<file path="src/rtl/game_status_tracker_pkg.sv">
// Shared game-status definitions: state encoding, display codes and limits.
// Also used by the downstream seven-segment/LED display driver.
package game_status_pkg;

   typedef enum logic [1:0] {
      ST_IDLE = 2'd0,
      ST_PLAY = 2'd1,
      ST_OVER = 2'd2
   } game_state_t;

   localparam logic [4:0] SEG_DASH = 5'd10;
   localparam logic [4:0] HP_MAX   = 5'd9;
   localparam logic [4:0] LED_MAX  = 5'd16;

   // An expired cooldown is shown as a dash rather than a zero.
   function automatic logic [4:0] cd_to_seg(input logic [4:0] cd);
      return (cd == 5'd0) ? SEG_DASH : cd;
   endfunction

endpackage

</file>
<file path="src/rtl/game_status_tracker_cooldown_timer.sv">
// Skill cooldown: a seconds prescaler plus a down-counter that reloads on a
// granted skill and pauses whenever run is low.
module cooldown_timer
   import game_status_pkg::*;
#(
   parameter int TICK_DIV   = 100_000_000,
   parameter int CD_SECONDS = 9
) (
   input  logic       clk,
   input  logic       rst,
   input  logic       clear,
   input  logic       load,
   input  logic       run,
   output logic [4:0] count,
   output logic       ready
);

   localparam int            PW         = (TICK_DIV > 1) ? $clog2(TICK_DIV) : 1;
   localparam logic [PW-1:0] PRESC_LAST = PW'(TICK_DIV - 1);
   localparam logic [PW-1:0] PRESC_ZERO = {PW{1'b0}};
   localparam logic [PW-1:0] PRESC_ONE  = PW'(1);
   localparam logic [4:0]    CD_LOAD    = 5'(CD_SECONDS);

   logic [PW-1:0] presc_r;
   logic [4:0]    count_r;

   // Prescaler wraps at TICK_DIV-1; each wrap takes one second off a running cooldown.
   always_ff @(posedge clk or posedge rst) begin
      if (rst) begin
         presc_r <= PRESC_ZERO;
         count_r <= 5'd0;
      end else if (clear) begin
         presc_r <= PRESC_ZERO;
         count_r <= 5'd0;
      end else if (load) begin
         presc_r <= PRESC_ZERO;
         count_r <= CD_LOAD;
      end else if (run) begin
         if (presc_r == PRESC_LAST) begin
            presc_r <= PRESC_ZERO;
            if (count_r != 5'd0) begin
               count_r <= count_r - 5'd1;
            end
         end else begin
            presc_r <= presc_r + PRESC_ONE;
         end
      end
   end

   assign count = count_r;
   assign ready = (count_r == 5'd0);

endmodule

</file>
<file path="src/rtl/game_status_tracker.sv">
// Game-state bookkeeping ahead of the display driver: IDLE/PLAY/OVER FSM,
// saturating HP and pick counters, skill grant and cooldown display codes.
module game_status_tracker
   import game_status_pkg::*;
#(
   parameter int TICK_DIV   = 100_000_000,
   parameter int CD_SECONDS = 9,
   parameter int HP_INIT    = 9,
   parameter int PICK_MAX   = 16
) (
   input  logic       clk,
   input  logic       rst,
   input  logic       start,
   input  logic       damage,
   input  logic       heal,
   input  logic       pick,
   input  logic       skill,
   output logic       skill_fire,
   output logic       won,
   output logic       lost,
   output logic [1:0] game_state,
   output logic [4:0] seg7_hp,
   output logic [4:0] seg7_cd,
   output logic [4:0] led_picked
);

   localparam logic [4:0] HP_LOAD  = 5'(HP_INIT);
   localparam logic [4:0] PICK_LIM = 5'(PICK_MAX);

   game_state_t state_r;
   logic [4:0]  hp_r;
   logic [4:0]  picked_r;
   logic        won_r;
   logic        lost_r;
   logic        fire_r;

   logic [4:0]  hp_next_s;
   logic [4:0]  picked_next_s;
   logic        fire_s;
   logic        playing_s;
   logic [4:0]  cd_count_s;
   logic        cd_ready_s;

   assign playing_s = (state_r == ST_PLAY);

   cooldown_timer #(
      .TICK_DIV   (TICK_DIV),
      .CD_SECONDS (CD_SECONDS)
   ) u_cooldown (
      .clk   (clk),
      .rst   (rst),
      .clear (start),
      .load  (fire_s),
      .run   (playing_s),
      .count (cd_count_s),
      .ready (cd_ready_s)
   );

   // Next counter values and skill grant while in play; frozen otherwise.
   always_comb begin
      hp_next_s     = hp_r;
      picked_next_s = picked_r;
      fire_s        = 1'b0;
      if (playing_s) begin
         case ({damage, heal})
            2'b10: begin
               if (hp_r != 5'd0) begin
                  hp_next_s = hp_r - 5'd1;
               end else begin
                  hp_next_s = hp_r;
               end
            end
            2'b01: begin
               if (hp_r != HP_MAX) begin
                  hp_next_s = hp_r + 5'd1;
               end else begin
                  hp_next_s = hp_r;
               end
            end
            default: hp_next_s = hp_r;
         endcase
         if (pick && (picked_r != PICK_LIM)) begin
            picked_next_s = picked_r + 5'd1;
         end else begin
            picked_next_s = picked_r;
         end
         fire_s = skill & cd_ready_s & ~start;
      end else begin
         fire_s = 1'b0;
      end
   end

   // Game FSM with registered counters and flags; a loss outranks a win.
   always_ff @(posedge clk or posedge rst) begin
      if (rst) begin
         state_r  <= ST_IDLE;
         hp_r     <= HP_LOAD;
         picked_r <= 5'd0;
         won_r    <= 1'b0;
         lost_r   <= 1'b0;
         fire_r   <= 1'b0;
      end else if (start) begin
         state_r  <= ST_PLAY;
         hp_r     <= HP_LOAD;
         picked_r <= 5'd0;
         won_r    <= 1'b0;
         lost_r   <= 1'b0;
         fire_r   <= 1'b0;
      end else begin
         fire_r <= fire_s;
         case (state_r)
            ST_PLAY: begin
               hp_r     <= hp_next_s;
               picked_r <= picked_next_s;
               if (hp_next_s == 5'd0) begin
                  state_r <= ST_OVER;
                  lost_r  <= 1'b1;
               end else if (picked_next_s == PICK_LIM) begin
                  state_r <= ST_OVER;
                  won_r   <= 1'b1;
               end
            end
            ST_IDLE, ST_OVER: begin
               state_r <= state_r;
            end
            default: begin
               state_r <= ST_IDLE;
            end
         endcase
      end
   end

   assign game_state = state_r;
   assign seg7_hp    = hp_r;
   assign seg7_cd    = cd_to_seg(cd_count_s);
   assign led_picked = picked_r;
   assign won        = won_r;
   assign lost       = lost_r;
   assign skill_fire = fire_r;

endmodule

</file>
<file path="config.mk">
export PLATFORM = sky130hd
export DESIGN_NAME = game_status_tracker
export DESIGN_NICKNAME = d
export VERILOG_FILES = /design/src/rtl/game_status_tracker_pkg.sv /design/src/rtl/game_status_tracker_cooldown_timer.sv /design/src/rtl/game_status_tracker.sv
export SDC_FILE = /design/constraint.sdc
export NUM_CORES = 1
export LEC_CHECK = 0
export ABC_CLOCK_PERIOD_IN_PS = 7800
export BUFFER_PORTS_ARGS = -buffer_cell sky130_fd_sc_hd__buf_4
export CAP_MARGIN = 40
export CORE_MARGIN = 5
export CORE_UTILIZATION = 30
export CTS_BUF_LIST = sky130_fd_sc_hd__clkbuf_2
export DETAILED_ROUTE_END_ITERATION = 10
export SLEW_MARGIN = 0
export SYNTH_ARGS = -nofsm -noshare
export SYNTH_HDL_FRONTEND = slang
export SYNTH_SLANG_ARGS = --single-unit
</file>
<file path="constraint.sdc">
create_clock -name clk -period 7.8 [get_ports clk]
set_clock_uncertainty 0.2 [all_clocks]
set_input_delay 0.78 -clock clk [delete_from_list [all_inputs] [get_ports clk]]
set_output_delay 0.78 -clock clk [all_outputs]
set_load 0.02 [all_outputs]
</file>
# Word-level counts from Yosys, hierarchy flattened
# Index checks and enable logic that the tools add are counted.
# op_classes
addsub	5
multipliers	0
n_reduce_logical	17
muxes	33
magnitude_cmp	0
n_div	0
shifts	0
n_bitwise	3
n_eq_ne	11
# ops
cell	n
27-bit 2-to-1 mux	4
5-bit 2-to-1 mux	15
27-bit by 1-bit adder with 27-bit output (second input constant)	1
27-bit equality test (second input constant)	1
5-bit by 1-bit adder with 5-bit output (second input constant)	2
5-bit zero test	2
5-bit one-hot mux with 2 select lines	1
5-bit nonzero test	2
5-bit by 1-bit subtractor with 5-bit output (second input constant)	2
1-bit 2-to-1 mux	9
3-bit nonzero test	3
2-bit 2-to-1 mux	3
3-bit AND reduction	2
2-bit nonzero test	3
5-bit equality test (second input constant)	1
5-bit by 4-bit inequality test with 1-bit output (second input constant)	1
5-bit inequality test (second input constant)	1
2-bit by 1-bit equality test with 1-bit output (second input constant)	2
2-bit equality test (second input constant)	2
2-bit inequality test (second input constant)	2
4-bit by 2-bit inequality test with 1-bit output (second input constant)	1
2-bit one-hot mux with 2 select lines	1
2-bit AND reduction	2
1-bit AND	2
other kinds (4)	4
# word_totals
rom_bits	0
out_inout_bits	20
wordCells	77
latchBits	0
reg_bits	47
ram_bits	0
mem_count	0

# Depth between registers and ports, before layout
# depth
word_depth	9
mapped_depth	8

# Modules after synthesis
# From an unflattened synthesis, not the netlist that was laid out.
# hier_totals
cells_unflattened	307
hier_area_um2	2947.8
# by_module_without_submodules
mod	area_each_um2	seq_area_each_um2	cells_per_inst	n_inst
cooldown_timer	1746.7	800.8	182	1
game_status_tracker	1201.2	377.9	125	1

# Least setup slack after synthesis
# No wires, ideal clock.
# synth_timing
path_type	in2reg
startpoint	in damage
endpoint	reg state_r[1], in the netlist game_state[1]
arrival_ns	2.576
setup_ns	0.083
path_slack_ns	4.942
cell_stages	8
t_required_ns	7.517
cell_sequence	inv_1 -> ha_1 -> or3b_2 -> clkbuf_1 -> a21oi_1 -> o32ai_1 -> or4_1 -> o21ai_0
# synth_via
elab_chain_cells	7
# synth_lines
element	line	source
start, declared	game_status_tracker.sv:14	input logic damage,
2-bit by 1-bit equality test with 1-bit output or 2-bit equality test (tied branches)	game_status_tracker.sv:65	case ({damage, heal})
5-bit one-hot mux with 2 select lines (*)	game_status_tracker.sv:65	
5-bit 2-to-1 mux (*)	game_status_tracker.sv:64	if (playing_s) begin
5-bit zero test (*)	game_status_tracker.sv:115	if (hp_next_s == 5'd0) begin
2-bit 2-to-1 mux	game_status_tracker.sv:115	
2-bit one-hot mux with 2 select lines	game_status_tracker.sv:111	case (state_r)
2-bit 2-to-1 mux	game_status_tracker.sv:102	end else if (start) begin
end signal, assigned	game_status_tracker.sv:124	state_r <= state_r;
end, declared	game_status_tracker.sv:30	game_state_t state_r;
# Every way passes the cells marked *; elsewhere a longest branch is shown, timed or not.
# A chain may end at the register's enable or synchronous reset.

# Worst setup path in the final report
# layout_timing
startpoint	reg u_cooldown.count_r[0], in the netlist u_cooldown.count[0]
endpoint	out seg7_cd[1]
# layout_via
elab_chain_cells	2
# layout_lines
element	line	source
start, declared	game_status_tracker_cooldown_timer.sv:25	logic [4:0] count_r;
start signal, assigned	game_status_tracker_cooldown_timer.sv:42	count_r <= count_r - 5'd1;
5-bit zero test	game_status_tracker_pkg.sv:17	return (cd == 5'd0) ? SEG_DASH : cd;
5-bit 2-to-1 mux	game_status_tracker_pkg.sv:17	
end, declared	game_status_tracker.sv:23	output logic [4:0] seg7_cd,
# No other way between the ends.

==> flow_metrics.py <==
metrics = {
    "run_status": {
        "status": "complete, no violations",
    },
    "power": {
        "ir_worst_vdd_mv": 0.06811,
        "p_sw_frac": 0.3979,
        "power.density_mw_per_mm2": 224.6,
        "power_switching_uw": 293.8,
        "power_frac_seq": 0.416,
        "clock_power_share": 0.174,
        "internal_portion_of_total_power_uw": 444.6,
        "power.share.combinational": 0.410,
        "cellLeakagePower_nw": 1.285,
    },
    "route": {
        "drt_pre_antenna_iters": 4,
        "routed_wl_um": 6455,
        "dr_total_vias": 2470,
        "routedWlPerCell_um": 13.53,
        "detail-route-antenna-nets": 0,
        "dr.first_iter.drc_count": 76,
        "drt_drc_violations_left": 0,
        "post_drt_via_cell_ratio": 5.178,
    },
    "global_route": {
        "grt.overflow.total": 0,
        "grt_pass1_wl_um": 11120,
        "via_count_of_the_first_global_routing_pass": 2340,
        "antenna_found_initial": 0,
        "largest_net_degree_at_the_start_of_global_routing": 44,
        "gr-usage-all-layers": 0.1145,
    },
    "final_layout": {
        "drive_above_1_share": 0.1570,
        "mostFrequentLayoutCell": "dfrtp_1",
        "synthToLayoutAreaGrowth_pct": 12.17,
        "design.final.nets": 359,
        "fillerInstances": 1064,
        "final_cell_mix": "dfrtp_1 (45), nor3_1 (40), buf_4 (27), nand2_1 (26), xnor2_1 (25)",
        "diodes": 0,
    },
    "logic_synthesis": {
        "seq_area_frac_synth": 0.4022,
        "post_synthesis_adder_cell_area_fraction": 0.03843,
        "syn_area_per_cell_um2": 8.989,
        "synth_xor_xnor_area_share": 0.08369,
        "number_of_register_bits_inferred_by_synthesis": 47,
        "dominant_combinational_cell_family_by_area_after_synthesis": "simple AND/OR/NAND/NOR gates",
        "synth_simple_gate_area_share": 0.2955,
        "synth_top_flop_cell": "dfrtp_1",
        "synth_compound_gate_area_share": 0.1102,
        "syn-num-nets": 342,
        "mappedNetlistArea_mm2": 0.002930,
        "synth-edff-count": 0,
        "synth_cell_types": 61,
        "post_synth_mux_area_share": 0.01025,
        "ys_async_rst_share": 1.000,
        "syn_inst": 326,
        "yosys_warnings": 0,
    },
    "cts": {
        "cts.sinks": 47,
        "cts_resized": 0,
        "htreeDepth": 2,
        "clk_lat_worst_skew_ns": 0.41,
        "post_cts_hold_buffer_count": 0,
        "cts.clk_slew.worst_paths_ns": 0.24,
        "clockRootBuffer": "clkbuf_2",
        "tritoncts.num_buffers": 5,
        "cts_tree": "yes",
        "clockBufferDepth": 2,
        "post-cts-setup-buffer-count": 0,
    },
    "job": {
        "cap_violations": 0,
    },
    "timing": {
        "setup_violations": 0,
        "drv_slew": 0,
        "fmax_ghz": 0.3235,
        "fin_crit_sh": 0.3964,
        "hold_violations": 0,
        "finalWorstPathRequiredPeriod_ns": 3.092,
        "timing.slew.headroom": 0.5449,
        "rsz0062_at_grt": "no",
        "worst_hold_slack_ns": 0.1672,
        "setup_tns_ns": 0,
        "tightestPinTransition_ns": 0.6781,
    },
    "floorplan": {
        "floorplan.initialDensity": 0.3040,
        "rows": 36,
        "top_level_ports": 27,
        "placeable_core_area_mm2": 0.009639,
        "fp.dieArea_mm2": 0.01184,
        "die_width_um": 108.8,
        "die_h_um": 108.8,
    },
    "worst_setup_path": {
        "critical_path_buf_inv_count": 2,
        "timing.critical_path.slowest_cell_delay_ns": 0.66,
        "critical_path_class": "flip-flop to output pin",
        "cpLargestDelayFamily": "simple AND/OR/NAND/NOR gates",
        "worst-endpoint-required_ns": 6.82,
        "r2r_slack_ns": 4.88,
        "start_kind": "flip-flop",
        "critPathSlowestCell": "or4b_2",
        "wp_data_arrival_ns": 2.11,
        "critical_path.cell_chain": "inv_1 > ha_1 > or4b_2 > nand2_1 > buf_4",
        "cp-end-kind": "output pin",
        "worstPathMaxFanout": 5,
    },
    "placed_design": {
        "globalplace.congestion": 0.8717,
        "dp_hpwl_um": 4541,
        "io_buffers": 26,
    },
    "worst_hold_path": {
        "hold_path_class": "input port to async pin",
    },
}
area by class of cell:
type	count	area, um^2	share of cell area
clock buffer	5	25.02	0.007613
inverter	20	75.07	0.02284
tap	133	166.4	0.05063
sequential	47	1179	0.3586
clock inverter	3	38.79	0.01180
multi-input combinational	240	1577	0.4796
timing repair buffer	29	226.5	0.06890
cells in the mapped netlist, types with 3 or more instances:
master    instances  area, um^2
or4_1             5       37.54
nand3_1          15       75.07
dfrtp_1          45        1126
nand4_1           4       25.02
clkbuf_1         11       41.29
inv_1            20       75.07
and2_1            4       25.02
nor2_1           14       52.55
a21oi_1          10       50.05
nor4_1           10       62.56
ha_1              9       112.6
buf_2             3       15.01
a22oi_1           3       22.52
nor3b_1           3       22.52
o311ai_0          3       26.28
nand2b_1          5       31.28
o21ai_0          10       50.05
xnor2_1          25       219.0
mux2i_1           3       30.03
nor3_1           40       200.2
xor2_1            3       26.28
or4b_2            3       30.03
nand2_1          26       97.59
nand3b_1          3       22.52
power by group through the flow:
stage	sequential, mW	combinational [mW]	clock [mW]
finish	0.307	0.303	0.129
global route	0.314	0.336	0.144
CTS	0.307	0.305	0.135
detailed placement	0.311	0.304	0
global placement	0.311	0.298	0
floorplan	0.320	0.202	0
stage by stage:
stage | instances | worst slack, ns | power [mW] | instance area [um^2] | util
2_1_floorplan | 326 | 4.942 | 0.5224 | 2930 | -
3_3_place_gp | 467 | 4.836 | 0.6086 | 3199 | 0.3319
3_5_place_dp | 469 | 4.741 | 0.6150 | 3223 | 0.3344
4_1_cts | 477 | 4.671 | 0.7478 | 3287 | 0.3410
5_1_grt | 477 | 4.565 | 0.7943 | 3287 | 0.3410
6_report | 477 | 4.708 | 0.7384 | 3287 | 0.3410
registers in the layout, summed over array words and instances, names as in the netlist:
name and count:
u_cooldown.count 5, seg7_hp 5, led_picked 5, u_cooldown.presc_r 27, skill_fire 1, lost 1, won 1, game_state 2
path summary, 6_finish.rpt:
kind / startpoint / end / depth (start not counted)
min in group clk: lost$_DFFE_PP0P_ / lost$_DFFE_PP0P_ / 1
setup / recovery: u_cooldown.count[0]$_DFFE_PP0P_ / seg7_cd[1] / 5
hold / removal: rst / u_cooldown.presc_r[7]$_DFFE_PP0P_ / 2
hold reg to reg: lost$_DFFE_PP0P_ / lost$_DFFE_PP0P_ / 1
setup reg to reg: seg7_hp[1]$_DFFE_PP0P_ / game_state[1]$_DFFE_PP0P_ / 7
max in group asynchronous: rst / seg7_hp[3]$_DFFE_PP1P_ / 3
cell families after synthesis:
logic type / Yosys count
simple gates: 154
mux: 3
fa+ha+maj: 9
flops: 47
xor+xnor: 28
compound gates: 46
buf+inv: 39
routing by layer:
layer  vias to the layer above  GRT usage  wire length, um
met2                        47     0.1889             3101
li1                       1207          -                -
met3                         6    0.02368              290
met5                         -          0                0
met1                      1210     0.1535             3011
met4                         0    0.02885               51
Note: power is estimated with default switching activity, not from simulation.
